[src/rtl/vram_cpu_arbiter.sv]
// vram_cpu_arbiter
//
// Shares one byte-wide RAM between the video fetch engine and the CPU.
// A free-running 2-bit phase counter divides time into four-clock slots.
// Phase 0 carries the video fetch (two clocks: VID_A, VID_D over ph0/ph1).
// CPU accesses (CPU_A, CPU_D) start wherever the CPU window is open.
//
// Slot decisions are made in the clock *before* the phase they occupy.
// They therefore compare against the upcoming phase (ph_next). A video
// fetch requested for phase 0 runs its address cycle during ph0. A CPU
// access granted for phase 2 has CPU_A during ph2.
//
// Optional feature (compile-time macro):
//   ARB_BORDER_CONTENTION_EN - when defined, the CPU window opens only at
//     phase 2 even outside the display window. By default the window is
//     open at every phase while video_active is low.
//
// Ports:
//   clk, rst            clock; asynchronous active-high reset
//   video_active        display-window flag
//   video_req           video fetch wanted in the coming slot
//   vramaddr            video fetch address
//   mreq_n, rd_n, wr_n  CPU memory strobes (active-low)
//   cpuramaddr          CPU RAM address
//   data_from_cpu       CPU write data
//   data_from_ram       RAM read data
//   ramaddr             address driven to RAM
//   ram_we_n            RAM write strobe (active-low)
//   data_to_ram         RAM write data
//   cpu_rdata           latched CPU read data
//   video_data          latched video byte
//   video_valid         one-clock strobe: video_data just updated
//   video_miss          one-clock strobe: a video slot was lost to the CPU
//   wait_n              CPU wait request (active-low)
//   asic_is_using_ram   high while video owns the RAM
module vram_cpu_arbiter (
  input  logic        clk,
  input  logic        rst,
  input  logic        video_active,
  input  logic        video_req,
  input  logic [18:0] vramaddr,
  input  logic        mreq_n,
  input  logic        rd_n,
  input  logic        wr_n,
  input  logic [18:0] cpuramaddr,
  input  logic [7:0]  data_from_cpu,
  input  logic [7:0]  data_from_ram,
  output logic [18:0] ramaddr,
  output logic        ram_we_n,
  output logic [7:0]  data_to_ram,
  output logic [7:0]  cpu_rdata,
  output logic [7:0]  video_data,
  output logic        video_valid,
  output logic        video_miss,
  output logic        wait_n,
  output logic        asic_is_using_ram
);

  typedef enum logic [2:0] {
    IDLE  = 3'd0,
    VID_A = 3'd1,
    VID_D = 3'd2,
    CPU_A = 3'd3,
    CPU_D = 3'd4
  } state_t;

  state_t      state_reg, state_next;
  logic [1:0]  ph_reg;
  logic [1:0]  ph_next;
  logic        served_reg;
  logic [7:0]  cpu_rdata_reg;
  logic [7:0]  video_data_reg;
  logic        video_valid_reg;
  logic        video_miss_reg;

  logic        pending;
  logic        slot_hit;
  logic        cpu_window;
  logic        in_cpu;
  logic        in_vid;

  assign ph_next = ph_reg + 2'd1;

  // Video wants the phase-0 slot that starts on the next edge.
  assign slot_hit = (ph_next == 2'd0) && video_active && video_req;

`ifdef ARB_BORDER_CONTENTION_EN
  assign cpu_window = (ph_next == 2'd2);
`else
  assign cpu_window = video_active ? (ph_next == 2'd2) : 1'b1;
`endif

  // served blocks a second access while the same mreq_n assertion is held.
  assign pending = !mreq_n && (!rd_n || !wr_n) && !served_reg;

  assign in_cpu = (state_reg == CPU_A) || (state_reg == CPU_D);
  assign in_vid = (state_reg == VID_A) || (state_reg == VID_D);

  // State register and data latches
  always_ff @(posedge clk or posedge rst) begin
    if (rst) begin
      ph_reg          <= 2'd0;
      state_reg       <= IDLE;
      served_reg      <= 1'b0;
      cpu_rdata_reg   <= 8'h00;
      video_data_reg  <= 8'h00;
      video_valid_reg <= 1'b0;
      video_miss_reg  <= 1'b0;
    end else begin
      ph_reg    <= ph_next;
      state_reg <= state_next;

      // Releasing mreq_n re-arms the CPU for its next access.
      if (mreq_n)
        served_reg <= 1'b0;
      else if (state_reg == CPU_D)
        served_reg <= 1'b1;

      video_valid_reg <= (state_reg == VID_D);
      if (state_reg == VID_D)
        video_data_reg <= data_from_ram;

      if ((state_reg == CPU_D) && !rd_n)
        cpu_rdata_reg <= data_from_ram;

      // A CPU access that overlaps the video slot wins; the slot is dropped.
      video_miss_reg <= slot_hit && in_cpu;
    end
  end

  // Next-state logic
  always_comb begin
    state_next = state_reg;
    case (state_reg)
      IDLE: begin
        if (slot_hit)
          state_next = VID_A;
        else if (pending && cpu_window)
          state_next = CPU_A;
      end
      VID_A:   state_next = VID_D;
      VID_D:   state_next = IDLE;
      CPU_A:   state_next = CPU_D;
      CPU_D:   state_next = IDLE;
      default: state_next = IDLE;
    endcase
  end

  // RAM-side outputs are decoded from the state register directly.
  // Reset therefore releases ram_we_n without waiting for a clock.
  always_comb begin
    ramaddr           = cpuramaddr;
    ram_we_n          = 1'b1;
    asic_is_using_ram = 1'b0;
    if (in_vid) begin
      ramaddr           = vramaddr;
      asic_is_using_ram = 1'b1;
    end
    if ((state_reg == CPU_D) && !wr_n)
      ram_we_n = 1'b0;
  end

  assign data_to_ram = data_from_cpu;
  assign wait_n      = !pending;
  assign cpu_rdata   = cpu_rdata_reg;
  assign video_data  = video_data_reg;
  assign video_valid = video_valid_reg;
  assign video_miss  = video_miss_reg;

endmodule

[config.mk]
export PLATFORM = sky130hd
export DESIGN_NAME = vram_cpu_arbiter
export DESIGN_NICKNAME = d
export VERILOG_FILES = /design/src/rtl/vram_cpu_arbiter.sv
export SDC_FILE = /design/constraint.sdc
export NUM_CORES = 1
export LEC_CHECK = 0
export CORE_UTILIZATION = 34
export DETAILED_ROUTE_END_ITERATION = 7
export PLACE_DENSITY = 0.9
export SYNTH_ARGS = -nofsm -noshare
export SYNTH_HDL_FRONTEND = slang
export SYNTH_SLANG_ARGS = --single-unit
[constraint.sdc]
create_clock -name clk -period 4 [get_ports clk]
set_input_delay 0.8 -clock clk [delete_from_list [all_inputs] [get_ports clk]]
set_output_delay 0.8 -clock clk [all_outputs]
set_load 0.005 [all_outputs]
==> impl_metrics.tcl, run 1 <==
set metrics [dict create \
    htreeDepth 1 \
    crit_required_ps 3200 \
    layout.nets 247 \
    setup_viol_count_final 0 \
    worst_setup_path_start_kind "input pin" \
    clockRootBuffer "clkbuf_4" \
    hp-class "reg2reg" \
    cts_tree "built" \
    hold_violations 0 \
    clock_sinks 24 \
    cp_cell_sequence "clkdlybuf4s50_1 > a211oi_1 > inv_1 > clkdlybuf4s50_1" \
    cts_buffers 3 \
    drv_cap 0 \
    avgSynthCellArea_sq_um 12.9 \
    cpMostUsedCell "clkdlybuf4s50_1" \
    fin_area_sq_mm 0.00218 \
    syn_to_final_growth_pct 75.8 \
    core-area_sq_mm 0.00342 \
    critPathMaxFanout 3 \
    clk_pin_slew_ps 110 \
    ff2ff_setup_slack_ps 2420 \
    critical_path_arrival_ps 2270 \
    grt_usage_pct 17.5 \
    dieHeight_um 62.4 \
    dieArea_sq_mm 0.00390 \
    ctsResizeCount 0 \
    status "finished, final reports clean" \
    die_w_um 62.4 \
    via_count 1067 \
    cp_num_cells 4 \
    dr.pass1.iters 2 \
    p_per_area_mw_per_mm2 452 \
    gp_congestion 0.835 \
    p_int_w 0.000727 \
    vias_per_cell 4.68 \
    drv_slew 0 \
    syn_area_sq_mm 0.00124 \
    top_layer_used "met4" \
    power_frac_seq_pct 38.1 \
    utilization_pct 63.9 \
    dr.first_iter.drc_count 21 \
    start_util_pct 36.3 \
    min_period_over_period_pct 76.7 \
    portBuffers 92 \
    io_pins 109 \
    clk_latency_ps 300 \
    clock_path_buffers 2 \
    p_sw_share_pct 26.2 \
    grt-ovfl-total 0 \
    holdCritStartpoint "ph_reg[0]$_DFF_PP0_" \
    wire_per_inst_um 14.3 \
    wl_met1_um 1200 \
    wl_met2_um 1690 \
    grt_pass1_vias 1172 \
    r2r-end "cpu_rdata[4]$_DFFE_PP0P_" \
    pwr-share-comb_pct 51.8 \
    ys_ff_latch 24 \
    syn_nets 159 \
    ctsHoldBuffers 0 \
    drive_gt1_share_pct 23.6 \
    reg2reg_depth 3 \
    wl_um 3270 \
    synth_warnings 0 \
    p_sw_w 0.000258 \
    critPathTopFamily "buffers and inverters" \
    layout_commonest_cell "clkdlybuf4s50_1" \
    rsz0062_at_grt "no" \
    hold_depth 1 \
    end_kind "output pin" \
    fin_tns_setup_ps 0 \
    slew_headroom_pct 42.8 \
    grt_start_max_net_pins 25 \
    ys_seq_area_share_pct 48.4 \
    reg2reg_from "state_reg[2]$_DFFE_PP0P_" \
    p_leak_nw 0.894 \
    place_area_sq_mm 0.00216 \
    holdPathEnd "ph_reg[0]$_DFF_PP0_" \
    syn_inst 96 \
    met3_length_um 354 \
    ant_nets 0 \
    final_cell_mix "clkdlybuf4s50_1, mux2_2, dfrtp_1" \
    grt_first_pass_wirelength_um 5390 \
    worst_clock_skew_ps 1.17 \
    worst-path-buf-inv 3 \
    ir_worst_vdd_mv 0.338 \
    critPathKind "in2out" \
    antenna_found_initial 0 \
    hpwlAfterDp_um 2660 \
    cpPeakStageDelay_ps 510 \
    antennaDiodeCount 0 \
    max_freq_ghz 0.326 \
    clkPwrFrac_pct 10.1 \
    slowest_stage "clkdlybuf4s50_1" \
    ys_types 21 \
    postCtsSetupBuffers 0 \
    drc 0 \
    fp-row-count 21 \
    min_period_ps 3070 \
    worstMarginPinSlew_ps 858 \
]
power by group through the flow:
stage / clock network [W] / logic [W] / registers [W]
4_1_cts: 0.000102 / 0.000517 / 0.000377
3_5_place_dp: 0 / 0.000513 / 0.000381
2_1_floorplan: 0 / 0.000185 / 0.000380
6_report: 0.0000993 / 0.000510 / 0.000376
5_1_grt: 0.000114 / 0.000544 / 0.000388
3_3_place_gp: 0 / 0.000502 / 0.000372
metrics by stage:
| stage | total power, W | worst slack, ps | hold WS (ps) | std cells |
|---|---|---|---|---|
| after global routing | 0.00105 | 859 | 537 | 228 |
| final | 0.000985 | 934 | 474 | 228 |
| after detailed placement | 0.000894 | 924 | 456 | 225 |
| after floorplan | 0.000565 | 1990 | 428 | 96 |
| after global placement | 0.000874 | 955 | 440 | 225 |
| after CTS | 0.000995 | 924 | 477 | 228 |
layer usage:
metal,GRT usage (%),up-vias
met3,5.84,4
met5,0,-
met2,32.9,63
met4,3.49,0
li1,-,498
met1,18.8,502
layout make-up:
cell class / instances / area [sq um]
inverters: 6 / 22.5
fillers: 264 / 1230
multi-input cells: 55 / 543
well taps: 46 / 57.6
repair buffers: 94 / 936
flip-flops and latches: 24 / 601
clock buffers: 3 / 22.5
cell usage after synthesis:
master     count  area share (%)
mux2_2        35              32
dfrtp_1       24              48
buf_4          8             4.8
inv_1          6             1.8
buf_2          3             1.2
nor2_1         3            0.91
ha_1           2             2.0
nand2_1        2            0.61
a2111oi_0      1            0.71
a211oi_1       1            0.61
a21oi_1        1            0.40
a31oi_1        1            0.50
nand2b_1       1            0.50
nand3_1        1            0.40
nor2_8         1             1.6
nor3_1         1            0.40
nor3b_1        1            0.61
o21a_1         1            0.61
or2_2          1            0.50
or3b_4         1            0.91
xnor2_1        1            0.71
worst max-delay path by stage:
stage / to / start
floorplan: ramaddr[10] / state_reg[0]$_DFFE_PP0P_
global placement: wait_n / rd_n
finish: wait_n / rd_n
global route: wait_n / rd_n
detailed placement: wait_n / rd_n
CTS: wait_n / rd_n
logic make-up (layout without fill, tap and decap cells):
logic type	Yosys count	after routing	synth area share [%]
flops	24	24	48.4
compound gates	5	5	2.82
simple gates	12	12	6.45
xor+xnor	1	1	0.706
buf+inv	17	103	7.86
fa+ha+maj	2	2	2.02
mux	35	35	31.8
Note: power is estimated with default switching activity, not from simulation.
==> run 2, diff against run 1 <==
--- a/config.mk
+++ b/config.mk
@@ -5,9 +5,9 @@
 export SDC_FILE = /design/constraint.sdc
 export NUM_CORES = 1
 export LEC_CHECK = 0
-export CORE_UTILIZATION = 34
+export CORE_UTILIZATION = 28
 export DETAILED_ROUTE_END_ITERATION = 7
-export PLACE_DENSITY = 0.9
+export PLACE_DENSITY = 0.8
 export SYNTH_ARGS = -nofsm -noshare
 export SYNTH_HDL_FRONTEND = slang
 export SYNTH_SLANG_ARGS = --single-unit
==> constraint.sdc (replaced) <==
create_clock -name clk -period 2.5 [get_ports clk]
set_input_delay 0.5 -clock clk [delete_from_list [all_inputs] [get_ports clk]]
set_output_delay 0.5 -clock clk [all_outputs]
set_load 0.005 [all_outputs]
==> impl_metrics.tcl, run 2 (synthesis results as in run 1) <==
set metrics [dict create \
    portBuffers 92 \
    instances_no_fill 239 \
    pwr-share-comb_pct 50.8 \
    wl_um 3640 \
    hold_violations 0 \
    grt_first_pass_wirelength_um 4770 \
    critical_path_arrival_ps 1860 \
    dieArea_sq_mm 0.00470 \
    core-area_sq_mm 0.00412 \
    layout.nets 253 \
    dieHeight_um 68.6 \
    antennaDiodeCount 0 \
    syn_to_final_growth_pct 89.8 \
    hpwlAfterDp_um 2870 \
    layout_commonest_cell "clkdlybuf4s50_1" \
    setup_viol_count_final 0 \
    start_util_pct 30.2 \
    wire_per_inst_um 15.2 \
    grt-ovfl-total 0 \
    ir_worst_vdd_mv 0.473 \
    fill_cells 366 \
    drv_slew 0 \
    clkPwrFrac_pct 14.9 \
    fin_tns_setup_ps 0 \
    p_per_area_mw_per_mm2 728 \
    globalRoute.busiestLayer "met2" \
    dr.pass1.iters 2 \
    regArea_sq_um 602 \
    drv_cap 0 \
    p_leak_nw 1.12 \
    dr.first_iter.drc_count 4 \
    met1_usage_pct 12.5 \
    rsz0062_at_grt "no" \
    slew_headroom_pct 74.0 \
    die_w_um 68.6 \
    status "finished, final reports clean" \
    drc 0 \
    fp-row-count 23 \
    clk_pin_slew_ps 80 \
    via_count 1095 \
    critPathKind "in2out" \
    ff2ff_setup_slack_ps 820 \
    clock_path_buffers 2 \
    grt_usage_pct 14.1 \
    end_kind "output pin" \
    ant_nets 0 \
    crit_required_ps 2000 \
    grt_use_met3_pct 3.29 \
    cts_buffers 3 \
    gr-usage-met2_pct 28.4 \
    grt_start_max_net_pins 25 \
    vias_per_cell 4.58 \
    multi_input_area_sq_um 551 \
    io_pins 109 \
    htreeDepth 1 \
    p_sw_share_pct 24.9 \
    cts_tree "built" \
    worstMarginPinSlew_ps 380 \
    p_sw_w 0.000426 \
    hp-class "reg2reg" \
    antenna_found_initial 0 \
    min_period_over_period_pct 94.3 \
    worst_setup_path_start_kind "input pin" \
    gp_congestion 0.722 \
    grt_pass1_vias 1048 \
    max_freq_ghz 0.424 \
    clockRootBuffer "clkbuf_8" \
    drive_gt1_share_pct 28.0 \
    dp_cells 231 \
    clock_sinks 24 \
    power_frac_seq_pct 34.4 \
    critPathMaxFanout 3 \
    worst_clock_skew_ps 4.88 \
    min_period_ps 2360 \
    p_int_w 0.00129 \
    final_cell_mix "clkdlybuf4s50_1, mux2_2, dfrtp_1" \
    clk_latency_ps 260 \
]
## run 2: cell count changes in the layout (fill, tap and decap cells not counted), moves of 3 or more
cell and delta:
buf_4 +3, clkbuf_4 -3, clkbuf_8 +4, clkdlybuf4s50_1 -20, dlymetal6s2s_1 +19
## run 2: worst max-delay path, cell delays in order
cell	delay, ps
clkdlybuf4s50_1	450
a211oi_1	370
inv_1	80
clkdlybuf4s50_1	460
## run 2: metal layers
metal	wire length [um]	vias up	part of all wire, %
met5	0	-	0
met4	48	0	1.3
met3	476	4	13
met2	1890	59	52
met1	1220	524	33
li1	-	508	-
## run 2: timing repair
action	CTS	global route
buffers inserted	3	0
gates cloned	1	0
endpoints found under the setup margin	19	19
hold buffers	0	0
pin swaps	1	0
gates resized for setup	4	20
## run 2: worst paths after layout
path | startpoint | to | depth (start not counted)
setup reg to reg | state_reg[0]$_DFFE_PP0P_ | cpu_rdata[0]$_DFFE_PP0P_ | 4
setup / recovery | mreq_n | wait_n | 4
min in group asynchronous | rst | ph_reg[0]$_DFF_PP0_ | 3
max in group asynchronous | rst | state_reg[0]$_DFFE_PP0P_ | 3
hold reg to reg | ph_reg[0]$_DFF_PP0_ | ph_reg[0]$_DFF_PP0_ | 1
hold / removal | ph_reg[0]$_DFF_PP0_ | ph_reg[0]$_DFF_PP0_ | 1
## run 2: final cells by class
cell class,instances,area share (%)
inverters,6,0.956
multi-input cells,55,23.4
flip-flops and latches,24,25.5
clock buffers,4,2.34
repair buffers,100,45.1
well taps,50,2.66
## run 2: power groups by stage
stage               Clock [W]  Sequential [W]  Combinational (W)
finish               0.000255        0.000589           0.000870
detailed placement          0        0.000604           0.000840
global placement            0        0.000598           0.000831
CTS                  0.000267        0.000592           0.000898
floorplan                   0        0.000608           0.000296
global route         0.000280        0.000605           0.000932
## run 2: through the flow
step	instance area [sq um]	util (%)	power, W	setup WS, ps	hold slack, ps
finish	2360	57.3	0.00171	142	470
global route	2360	57.3	0.00182	46.9	503
CTS	2300	56.0	0.00176	11.8	477
detailed placement	2200	53.4	0.00144	144	464
global placement	2200	53.4	0.00143	187	453
floorplan	1240	-	0.000904	792	428
